[config.mk]
export PLATFORM = sky130hd
export DESIGN_NAME = cic_decimator
export DESIGN_NICKNAME = d
export VERILOG_FILES = /design/src/rtl/cic_pkg.sv /design/src/rtl/cic_comb_stage.sv /design/src/rtl/cic_decimator.sv
export SDC_FILE = /design/constraint.sdc
export NUM_CORES = 1
export LEC_CHECK = 0
export CORE_MARGIN = 2
export CORE_UTILIZATION = 62
export DETAILED_ROUTE_END_ITERATION = 12
export GPL_TIMING_DRIVEN = 0
export PLACE_DENSITY = 0.82
export RECOVER_POWER = 25
export SETUP_SLACK_MARGIN = 0.3
export SYNTH_ARGS = -nofsm -noshare
export SYNTH_HDL_FRONTEND = slang
export SYNTH_SLANG_ARGS = --single-unit
[constraint.sdc]
create_clock -name clk -period 6.7 [get_ports clk]
set_input_delay 1.34 -clock clk [delete_from_list [all_inputs] [get_ports clk]]
set_output_delay 1.34 -clock clk [all_outputs]
set_load 0.02 [all_outputs]
[src/rtl/cic_pkg.sv]
// cic_pkg - shared configuration helpers for the CIC decimation filter.
// Provides the accumulator width computation, legal parameter ranges and
// the accumulator word type of the default (ORDER=3, RATE=64, M=1) build.
package cic_pkg;

    localparam int ORDER_MIN = 1;
    localparam int ORDER_MAX = 6;
    localparam int RATE_MIN  = 2;
    localparam int RATE_MAX  = 1024;

    // Full-precision word: ORDER*log2(R*M) bits of growth plus sign and headroom.
    function automatic int cic_acc_w(input int order, input int rate, input int diff_delay);
        return order * $clog2(rate * diff_delay) + 2;
    endfunction

    // True when the configuration lies inside the supported ranges.
    function automatic bit cic_cfg_ok(input int order, input int rate, input int diff_delay);
        return (order >= ORDER_MIN) && (order <= ORDER_MAX) &&
               (rate >= RATE_MIN) && (rate <= RATE_MAX) &&
               ((diff_delay == 1) || (diff_delay == 2));
    endfunction

    localparam int CIC_ACC_W_DEFAULT = cic_acc_w(3, 64, 1);

    typedef logic [CIC_ACC_W_DEFAULT-1:0] cic_acc_t;

endpackage

[src/rtl/cic_comb_stage.sv]
// cic_comb_stage - one comb section: dout = din - din delayed by DIFF_DELAY
// decimated samples. The delay line only shifts when en (decimation strobe)
// is high; the subtraction is combinational and wraps modulo 2^ACC_W.
module cic_comb_stage #(
    parameter int ACC_W      = 20,
    parameter int DIFF_DELAY = 1
) (
    input  logic             clk,
    input  logic             rst_n,
    input  logic             en,
    input  logic [ACC_W-1:0] din,
    output logic [ACC_W-1:0] dout
);

    logic [ACC_W-1:0] dly_d [DIFF_DELAY];
    logic [ACC_W-1:0] dly_q [DIFF_DELAY];

    // Next state of the delay line: shift in din on the strobe, hold otherwise.
    always_comb begin
        if (en) begin
            dly_d[0] = din;
            for (int i = 1; i < DIFF_DELAY; i++) begin
                dly_d[i] = dly_q[i-1];
            end
        end else begin
            for (int i = 0; i < DIFF_DELAY; i++) begin
                dly_d[i] = dly_q[i];
            end
        end
    end

    // Delay-line registers, cleared asynchronously.
    always_ff @(posedge clk or negedge rst_n) begin
        if (!rst_n) begin
            for (int i = 0; i < DIFF_DELAY; i++) begin
                dly_q[i] <= {ACC_W{1'b0}};
            end
        end else begin
            dly_q <= dly_d;
        end
    end

    assign dout = din - dly_q[DIFF_DELAY-1];

endmodule

[src/rtl/cic_decimator.sv]
// cic_decimator - ORDER-stage CIC decimator for a 1-bit delta-sigma bitstream.
// Integrators run at the input sample rate (qualified by in_valid), a
// modulo-RATE counter produces a registered decimation strobe, and the comb
// chain is evaluated combinationally in the strobe cycle before the result is
// registered onto out with a one-cycle out_valid pulse.
// Build macro CIC_BIPOLAR_IN_EN: when defined, in=1/0 maps to +1/-1;
// otherwise in maps to the unipolar value 1/0.
module cic_decimator
    import cic_pkg::*;
#(
    parameter int  ORDER      = 3,
    parameter int  RATE       = 64,
    parameter int  DIFF_DELAY = 1,
    localparam int ACC_W      = cic_acc_w(ORDER, RATE, DIFF_DELAY)
) (
    input  logic             clk,
    input  logic             rst,
    input  logic             in_valid,
    input  logic             in,
    output logic [ACC_W-1:0] out,
    output logic             out_valid
);

    localparam int             CNT_W    = $clog2(RATE);
    localparam logic [CNT_W-1:0] CNT_LAST = CNT_W'(RATE - 1);
    localparam logic [CNT_W-1:0] CNT_ONE  = CNT_W'(1);
    // An out-of-range configuration never raises the strobe, so it stays silent.
    localparam bit             CFG_OK   = cic_cfg_ok(ORDER, RATE, DIFF_DELAY);

    logic [ACC_W-1:0] x_s;
    logic [ACC_W-1:0] integ_s [ORDER];
    logic [ACC_W-1:0] comb_s  [ORDER+1];

    logic [CNT_W-1:0] cnt_d;
    logic [CNT_W-1:0] cnt_q;
    logic             dec_stb_d;
    logic             dec_stb_q;
    logic [ACC_W-1:0] out_d;
    logic [ACC_W-1:0] out_q;
    logic             out_valid_d;
    logic             out_valid_q;

    // Map the modulator bit onto a full-width integrator input.
    always_comb begin
`ifdef CIC_BIPOLAR_IN_EN
        if (in) begin
            x_s = {{(ACC_W-1){1'b0}}, 1'b1};
        end else begin
            x_s = {ACC_W{1'b1}};
        end
`else
        x_s = {{(ACC_W-1){1'b0}}, in};
`endif
    end

    for (genvar k = 0; k < ORDER; k++) begin : g_integ
        logic [ACC_W-1:0] addend_s;
        logic [ACC_W-1:0] acc_d;
        logic [ACC_W-1:0] acc_q;

        if (k == 0) begin : g_first
            assign addend_s = x_s;
        end else begin : g_chain
            assign addend_s = integ_s[k-1];
        end

        // Accumulate the previous stage's registered value on each accepted sample.
        always_comb begin
            if (in_valid) begin
                acc_d = acc_q + addend_s;
            end else begin
                acc_d = acc_q;
            end
        end

        // Integrator register; wraps freely modulo 2^ACC_W.
        always_ff @(posedge clk or negedge rst) begin
            if (!rst) begin
                acc_q <= {ACC_W{1'b0}};
            end else begin
                acc_q <= acc_d;
            end
        end

        assign integ_s[k] = acc_q;
    end

    // Count accepted samples modulo RATE and request a strobe on the last one.
    always_comb begin
        cnt_d     = cnt_q;
        dec_stb_d = 1'b0;
        if (in_valid) begin
            if (cnt_q == CNT_LAST) begin
                cnt_d     = {CNT_W{1'b0}};
                dec_stb_d = CFG_OK;
            end else begin
                cnt_d     = cnt_q + CNT_ONE;
                dec_stb_d = 1'b0;
            end
        end else begin
            cnt_d     = cnt_q;
            dec_stb_d = 1'b0;
        end
    end

    // Decimation counter and registered strobe.
    always_ff @(posedge clk or negedge rst) begin
        if (!rst) begin
            cnt_q     <= {CNT_W{1'b0}};
            dec_stb_q <= 1'b0;
        end else begin
            cnt_q     <= cnt_d;
            dec_stb_q <= dec_stb_d;
        end
    end

    assign comb_s[0] = integ_s[ORDER-1];

    for (genvar j = 0; j < ORDER; j++) begin : g_comb
        cic_comb_stage #(
            .ACC_W      (ACC_W),
            .DIFF_DELAY (DIFF_DELAY)
        ) u_comb (
            .clk   (clk),
            .rst_n (rst),
            .en    (dec_stb_q),
            .din   (comb_s[j]),
            .dout  (comb_s[j+1])
        );
    end

    // Capture the comb result on the strobe and hold it between pulses.
    always_comb begin
        out_valid_d = dec_stb_q;
        if (dec_stb_q) begin
            out_d = comb_s[ORDER];
        end else begin
            out_d = out_q;
        end
    end

    // Output registers.
    always_ff @(posedge clk or negedge rst) begin
        if (!rst) begin
            out_q       <= {ACC_W{1'b0}};
            out_valid_q <= 1'b0;
        end else begin
            out_q       <= out_d;
            out_valid_q <= out_valid_d;
        end
    end

    assign out       = out_q;
    assign out_valid = out_valid_q;

endmodule
==> flow_summary.toml <==
[timing]
fin_skew_ns = 0.01310
worst_pin_slew_ns = 3.293
final.setup.tns_ns = 0
period_needed_ns = 5.905
slew_headroom = -1.196
period_share = 0.8813
final-hold-violation-count = 0
rsz0062_at_grt = "false"
hold_slack_ns = 0.4768
setup_viol = 0
clock.fmax_ghz = 0.1694
finalMaxSlewViolations = 151

[place]
gp_congestion = 0.9006
dpl_cell_area_mm2 = 0.01059
dp_hpwl_mm = 15.30
dp_cells = 1309
io_buffer_count = 24

[yosys]
yosysSeqAreaShare = 0.3687
yosys.area.top_type = "dfrtp_1"
netlist_area_mm2 = 0.01005
netlist_instances = 1068
synth_cell_types = 70
synth.yosys.warnings = 0
avgSynthCellArea_um2 = 9.406
ys_seq_elements = 148
ys.flop_type = "dfrtp_1"
synth_edf_count = 0
async_flop_share = 1.000
syn_nets = 1175
synthTopCellsByArea = "dfrtp_1 (37%), ha_1 (12%), xnor2_1 (5.9%)"
synth_top_area_share = 0.3687

[global_routing]
use_met3 = 0.04900
grt_antenna_before_repair = 0
use_met1 = 0.2916
grt.overflow.total = 0
grt_use_met2 = 0.4643
grtUsageTotal = 0.2543
grt_first_pass_wirelength_mm = 35.92
gr-max-usage-layer = "met2"
grt_pass1_vias = 7852
grt_max_degree = 86

[setup_path]
cp_max_fo = 5
r2r_cells = 24
cpPeakStageDelay_ns = 0.46
cp_top_family = "compound AO/OA/AOI/OAI gates"
regToRegSetupSlack_ns = 0.80
cpMostUsedCell = "ha_1"
endpoint_kind = "flip-flop"
worstSetupPathType = "flip-flop to flip-flop"
critPathRequiredTime_ns = 7.00
r2r-end = "out[19]"
r2r-start = "g_integ[2].acc_q[0]"
cp.buffers_inverters = 1
path_cells = "inv_1 -> ha_1 -> fa_1 -> nor2b_1 -> o21ai_1 -> a21boi_0 -> o21a_1 -> o21ai_0 -> a211oi_1 -> o41ai_1 -> xnor2_1 -> ha_1 -> and4_1 -> and3_1 -> a211o_1 -> a21oi_1 -> o21bai_1 -> a21oi_1 -> xnor2_1 -> ha_1 -> nand2_1 -> a2111oi_1 -> a31oi_1 -> a221o_1"
worstPathArrival_ns = 6.21
cp.depth = 24
start_kind = "flip-flop"
crit_slowest_cell = "a2111oi_1"

[floorplan]
die_height_um = 131.3
ioPinCount = 25
row_count = 46
coreArea_mm2 = 0.01589
start_util = 0.6324
fp.dieW_um = 131.3
die_area_mm2 = 0.01724

[final_layout]
finalNonFillerCells = 1341
drive_above_1_share = 0.08356
final_area_mm2 = 0.01110
n_antenna_cell = 0
area_growth_pct = 10.54
nets = 1219

[hold_path]
worstHoldStart = "out[5]"
hold_path.class = "flip-flop to flip-flop"
holdPathStages = 1
hold_end = "out[5]"

[clock_tree]
clock_latency_ns = 0.43
clkTransAtPathRegs_ns = 0.06
cts_tree = "done"
cts-root-buf = "clkbuf_16"
cts_sinks = 148
clock_path_buffers = 2
htree_levels = 4
cts_inserted_buffers = 17
post_cts_buffers = 0

[drt]
drt-vias-per-instance = 5.796
routedWlPerCell_um = 15.53
totalWireLength_mm = 20.83
drc_errors = 0
drt-pass1-iter-count = 4
drtAntennaViolNets = 0
vias = 7772
detail_route.iter0.violations = 259

[run_status]
violations = "max-capacitance violations, max-slew violations"
status = "finished, violations left"

[run]
drv_cap = 2
-- sequential cells by signal, summed over array words and instances, names as in the netlist --
| register | count |
|---|---|
| out_valid | 1 |
| g_integ.acc_q | 60 |
| dec_stb_q | 1 |
| out | 20 |
| cnt_q | 6 |
| g_comb.u_comb.dly_q | 60 |
-- timing repair --
action / in CTS / in global routing
hold buffers: 0 / 0
gates resized for setup: 0 / 1
setup endpoints to repair: 0 / 1
-- through the flow --
step | utilization | worst slack [ns]
final | 0.6990 | 0.7954
after global routing | 0.6990 | 0.3041
after CTS | 0.7009 | 0.7790
after detailed placement | 0.6664 | 0.8705
after global placement | 0.6645 | -1.428
after floorplan | - | 1.583
-- worst max path at each step --
stage | from | end
6_report | g_integ[2].acc_q[0] | out[19]
5_1_grt | g_integ[2].acc_q[0] | out[19]
4_1_cts | g_integ[2].acc_q[0] | out[19]
3_5_place_dp | g_integ[2].acc_q[0] | out[19]
3_3_place_gp | rst | g_integ[0].acc_q[19]
2_1_floorplan | g_integ[2].acc_q[0] | out[19]
-- synth_stat cells (6+ instances only) --
cell / instances
a211oi_1: 11
a21o_1: 42
a21oi_1: 61
and3_1: 11
buf_1: 8
clkbuf_1: 17
dfrtp_1: 148
ha_1: 98
inv_1: 81
mux2_2: 49
nand2_1: 98
nand2b_1: 13
nand3_1: 27
nand4_1: 12
nor2_1: 50
nor2b_1: 11
nor3_1: 23
nor4_1: 6
o21a_1: 17
o21ai_0: 77
o21bai_1: 9
or3_1: 9
xnor2_1: 68
xor2_1: 30
-- cell usage in the layout (no fill, tap or decap), types with 5 or more instances in the layout --
cell type | netlist | layout
a211oi_1 | 11 | 11
a21o_1 | 42 | 42
a21oi_1 | 61 | 61
and2_1 | 5 | 5
and3_1 | 11 | 11
buf_1 | 8 | 7
clkbuf_1 | 17 | 23
clkbuf_16 | 0 | 17
clkdlybuf4s50_1 | 0 | 23
clkinv_2 | 0 | 5
dfrtp_1 | 148 | 148
fa_1 | 5 | 5
ha_1 | 98 | 98
inv_1 | 81 | 81
mux2_2 | 49 | 49
nand2_1 | 98 | 98
nand2b_1 | 13 | 13
nand3_1 | 27 | 27
nand4_1 | 12 | 12
nor2_1 | 50 | 50
nor2b_1 | 11 | 11
nor3_1 | 23 | 23
nor4_1 | 6 | 6
o21a_1 | 17 | 17
o21ai_0 | 77 | 77
o21bai_1 | 9 | 9
o31ai_1 | 5 | 5
o41ai_1 | 5 | 5
or3_1 | 9 | 9
xnor2_1 | 68 | 68
xor2_1 | 30 | 30
-- metal layers --
layer / wire, um / share of wire
met5: 0 / 0
met2: 10570 / 0.51
met1: 8971 / 0.43
met3: 715 / 0.034
met4: 577 / 0.028
-- worst register-to-register path: cells and delay by family (launching register included) --
family,cells,cell delay (ns)
adders and majority gates,4,1.31
DFF,1,0.36
buffers and inverters,1,0.07
and+or+nand+nor,4,0.67
xor gates and xnor gates,2,0.36
AOI/OAI and AO/OA,13,2.99
-- logic make-up after synthesis --
group / count (synthesis) / share of synthesized area
compound gates: 281 / 0.1830
simple gates: 278 / 0.1326
flops: 148 / 0.3687
buf+inv: 108 / 0.04035
fa+ha+maj: 103 / 0.1320
xor+xnor: 98 / 0.08544
mux: 52 / 0.05792
-- layout make-up --
type / instances / area (um^2)
Inverter: 83 / 311.5
Tap cell: 216 / 270.3
Clock buffer: 23 / 467.9
Timing Repair Buffer: 25 / 239.0
Buffer: 25 / 93.84
Clock inverter: 9 / 80.08
Multi-Input combinational cell: 812 / 5938
Sequential cell: 148 / 3704
Fill cell: 1246 / 4781
Power is not shown: default switching activity piles up to over one toggle a cycle in this logic, so the estimate is an artifact.
==> patch 1 (same settings) <==
Reset style: synchronous (`rst` and `rst_n`), changed in 4 clocked blocks. Comments in the files are not updated.
--- a/src/rtl/cic_comb_stage.sv
+++ b/src/rtl/cic_comb_stage.sv
@@ -30,7 +30,7 @@
     end
 
     // Delay-line registers, cleared asynchronously.
-    always_ff @(posedge clk or negedge rst_n) begin
+    always_ff @(posedge clk) begin
         if (!rst_n) begin
             for (int i = 0; i < DIFF_DELAY; i++) begin
                 dly_q[i] <= {ACC_W{1'b0}};
--- a/src/rtl/cic_decimator.sv
+++ b/src/rtl/cic_decimator.sv
@@ -74,7 +74,7 @@
         end
 
         // Integrator register; wraps freely modulo 2^ACC_W.
-        always_ff @(posedge clk or negedge rst) begin
+        always_ff @(posedge clk) begin
             if (!rst) begin
                 acc_q <= {ACC_W{1'b0}};
             end else begin
@@ -104,7 +104,7 @@
     end
 
     // Decimation counter and registered strobe.
-    always_ff @(posedge clk or negedge rst) begin
+    always_ff @(posedge clk) begin
         if (!rst) begin
             cnt_q     <= {CNT_W{1'b0}};
             dec_stb_q <= 1'b0;
@@ -140,7 +140,7 @@
     end
 
     // Output registers.
-    always_ff @(posedge clk or negedge rst) begin
+    always_ff @(posedge clk) begin
         if (!rst) begin
             out_q       <= {ACC_W{1'b0}};
             out_valid_q <= 1'b0;
Function: no difference found for any inputs over 10 cycles, from zero or initial values and one cycle with rst low; that may be too few to reach the edited logic, so the function may still have changed.
==> patch 1 against the unedited design <==
Routed wire length is 12% higher. Clock skew is 0.0059 ns lower. Cell area is 0.64% higher. Worst setup slack worse by 0.065 ns. Area after synthesis is 0.16% higher. Sequential cell count stayed put. Fmax is 1.1% lower. Critical path type unchanged.
Power is left out: it rests on default switching activity, and per cell area and clock period it moved more than threefold.
==> patch 1: results (changes against the unedited design) <==
{| class="wikitable"
! Metric !! Value
|-
| Final Skew || 0.007205 ns (was 0.01310 ns)
|-
| R2r worst-path depth || 30 (was 24)
|-
| Detailed Route WL || 23410 microns (was 20830 microns)
|-
| Final-layout clock-cell area share || 5.486% (was 4.935%)
|-
| Worst setup slack before clock tree synthesis || 0.8449 ns (was 0.8705 ns)
|-
| Post-Synth Adder-Cell Area || 13.18% (was 13.20%)
|-
| Layout fillers || 1310 (was 1246)
|-
| Worst setup path endpoint || out[19] (unchanged)
|-
| Result of the run || finished, final reports clean (was complete, but fails checks)
|-
| Multi-input gate share of the layout cell area || 58.59% (was 53.48%)
|-
| Total of clock buffers placed in the layout || 18 (was 23)
|-
| Average wire length per cell after detail routing || 15.60 microns (was 15.53 microns)
|-
| Combined global-route utilization of all metal layers || 28.32% (was 25.43%)
|-
| Placed cell areas || 10560 sq um (was 10590 sq um)
|-
| # placed instances || 1469 (was 1309)
|-
| Global-route wire length before repair || 40230 microns (was 35920 microns)
|-
| Minimum clock period after layout || 5.970 ns (was 5.905 ns)
|-
| Distinct cells, synth || 76 (was 70)
|-
| Share of final-layout standard cells stronger than drive strength 1 || 4.202% (was 8.356%)
|-
| Die area || 17260 sq um (was 17240 sq um)
|-
| Via count of the first global-routing pass || 8577 (was 7852)
|-
| Delay contributed by the slowest stage of the critical path || 0.42 ns (was 0.46 ns)
|-
| Leading area contributor after synthesis || sky130_fd_sc_hd__dfxtp_1 (was sky130_fd_sc_hd__dfrtp_1)
|-
| Compound-gate portion of the synthesized area || 19.72% (was 18.30%)
|-
| Number of I/O port buffers || 23 (was 24)
|-
| Cells taking the most area after synthesis || sky130_fd_sc_hd__dfxtp_1, sky130_fd_sc_hd__ha_1, sky130_fd_sc_hd__mux2i_1 (was sky130_fd_sc_hd__dfrtp_1, sky130_fd_sc_hd__ha_1, sky130_fd_sc_hd__xnor2_1)
|-
| Average footprint of a synthesized cell || 8.181 sq um (was 9.406 sq um)
|-
| Headroom to the max-slew limit || 43.67% (was -119.6%)
|-
| Routed vias || 8749 (was 7772)
|-
| Layout multi-input combinational cell count || 937 (was 812)
|-
| Layout Nets || 1379 (was 1219)
|}
[patch 1: changes by cell type after synthesis, moves of 24 or more]
cell,before,now
sky130_fd_sc_hd__nor2_1,50,166
sky130_fd_sc_hd__mux2_2,49,0
sky130_fd_sc_hd__mux2i_1,3,69
sky130_fd_sc_hd__dfxtp_1,0,148
sky130_fd_sc_hd__xnor2_1,68,43
sky130_fd_sc_hd__o21ai_0,77,38
sky130_fd_sc_hd__nand2_1,98,74
sky130_fd_sc_hd__dfrtp_1,148,0
[patch 1: layer usage]
metal  track usage, %  part of all wire (%)
met4            12.32                   3.4
met3            5.401                   4.3
met2            49.18                    48
met1            34.19                    44
met5                0                     0
[patch 1: critical path: cells and delay by family (launching register included)]
| kind | cells | cell delay (ns) |
|---|---|---|
| AO/OA/AOI/OAI | 15 | 2.88 |
| buffers and inverters | 2 | 0.24 |
| XOR/XNOR | 4 | 0.57 |
| flip-flops | 1 | 0.42 |
| adder cells (fa/ha/maj) | 4 | 1.25 |
| AND/OR/NAND/NOR | 5 | 0.51 |
==> patch 2 (same settings) <==
Without the edit above. Add a define of `CIC_BIPOLAR_IN_EN`.
--- a/src/rtl/cic_decimator.sv
+++ b/src/rtl/cic_decimator.sv
@@ -5,6 +5,8 @@
 // registered onto out with a one-cycle out_valid pulse.
 // Build macro CIC_BIPOLAR_IN_EN: when defined, in=1/0 maps to +1/-1;
 // otherwise in maps to the unipolar value 1/0.
+`define CIC_BIPOLAR_IN_EN
+
 module cic_decimator
     import cic_pkg::*;
 #(
Formal check against the unedited RTL: same outputs for any inputs over 10 cycles, from zero or initial values and one cycle with rst low; that may be too few to reach the edited logic, so the function may still have changed.
==> patch 2 against the unedited design <==
The run still ends with capacitance limit, slew limit left. Worst setup slack improved by 0.032 ns. Sequential cell count is the same. Routed wire length is 0.35% higher. Area after synthesis is 4.4% higher. Sequential share of layout area is 1.3 points lower. Cell area is 4.0% higher. Die area increased by 4.3%. Critical endpoint unchanged.
Power is left out: the tool's default activity adds up to more than one toggle a clock period on the data nets, which glitch-free logic cannot reach.
==> patch 2: results (changes against the unedited design) <==
{| class="wikitable"
! Metric !! Value
|-
| Result of the run || complete, but fails checks (unchanged)
|-
| Violations in the final reports || capacitance limit, slew limit (unchanged)
|-
| Final Skew || 0.009388 ns (was 0.01310 ns)
|-
| Cell count of the worst hold path || 0 (was 1)
|-
| Combined global-route utilization of all metal layers || 24.70% (was 25.43%)
|-
| Xor/xnor share of the synthesized area || 8.407% (was 8.544%)
|-
| Share of final-layout standard cells stronger than drive strength 1 || 9.710% (was 8.356%)
|-
| Cells taking the most area after synthesis || sky130_fd_sc_hd__dfrtp_1, sky130_fd_sc_hd__ha_1, sky130_fd_sc_hd__mux2_2 (was sky130_fd_sc_hd__dfrtp_1, sky130_fd_sc_hd__ha_1, sky130_fd_sc_hd__xnor2_1)
|-
| Met3 usage in global routing || 3.175% (was 4.900%)
|-
| Layout Nets || 1287 (was 1219)
|-
| Mapped Nets || 1244 (was 1175)
|-
| Met2 Usage GRT || 44.73% (was 46.43%)
|-
| Vias per Instance || 5.732 (was 5.796)
|-
| Met1 Usage GRT || 29.55% (was 29.16%)
|-
| Number of I/O port buffers || 23 (was 24)
|-
| Syn Inst Count || 1120 (was 1068)
|-
| Largest net degree at the start of global routing || 82 (was 86)
|-
| Part of the Yosys area used for sequential elements || 35.30% (was 36.87%)
|-
| R2r worst-path depth || 27 (was 24)
|-
| Final Max Tran Viols || 151 (unchanged)
|-
| Number of maximum-capacitance constraint violations || 2 (unchanged)
|-
| HPWL after detailed placement || 15300 microns (about the same)
|-
| Global-route wire length before repair || 36230 microns (was 35920 microns)
|-
| Delay contributed by the slowest stage of the critical path || 0.39 ns (was 0.46 ns)
|-
| Post-Synth Adder-Cell Area || 14.74% (was 13.20%)
|-
| Detailed route wirelength on metal2 || 10620 microns (was 10570 microns)
|-
| Worst Path Arrival || 6.23 ns (was 6.21 ns)
|-
| Most numerous cell types in the synthesized netlist || sky130_fd_sc_hd__dfrtp_1, sky130_fd_sc_hd__ha_1, sky130_fd_sc_hd__nand2_1 (unchanged)
|}
-- patch 2: changes by cell type after synthesis, sizes merged, moves of 7 or more --
cell / unedited run / this run
a21oi: 64 / 86
a31oi: 4 / 11
ha: 98 / 114
inv: 81 / 98
mux2: 49 / 59
nand3: 27 / 20
o21a: 18 / 10
o21ai: 82 / 95
xnor2: 68 / 75
xor2: 30 / 23
-- patch 2: final timing paths --
check	from	to	slack (ns)
setup / recovery	g_integ[2].acc_q[0]	out[19]	0.83
hold / removal	dec_stb_q	out_valid	0.37
setup reg to reg	g_integ[2].acc_q[0]	out[19]	0.83
hold reg to reg	dec_stb_q	out_valid	0.37
max in group asynchronous	rst	g_integ[0].acc_q[11]	1.23
min in group asynchronous	rst	out[1]	2.12
-- patch 2: layout make-up --
class	instances	area [sq um]
buffer	25	93.84
clock buffer	26	499.2
clock inverter	4	47.55
fill	1240	5040
inverter	98	367.9
multi-input combinational	849	6327
sequential	148	3704
tap	220	275.3
timing repair buffer	24	229.0
-- patch 2: worst max-delay path, delay by kind of cell (launching register included) --
family	cells	cell delay [ns]
AO/OA/AOI/OAI	15	2.86
adder cells (fa/ha/maj)	4	1.18
XOR/XNOR	3	0.66
AND/OR/NAND/NOR	3	0.54
flip-flops	1	0.39
buffers and inverters	2	0.14
-- patch 2: through the flow --
stage               instance area, sq um  worst slack, ns  hold WS [ns]  utilization (%)
finish                             11540           0.8273        0.3699            69.61
global route                       11540           0.3138        0.3870            69.61
CTS                                11570           0.8470        0.3726            69.79
detailed placement                 11030           0.8905        0.3594            66.49
global placement                   11000           -1.449        0.3571            66.32
floorplan                          10490            1.408        0.3519                -
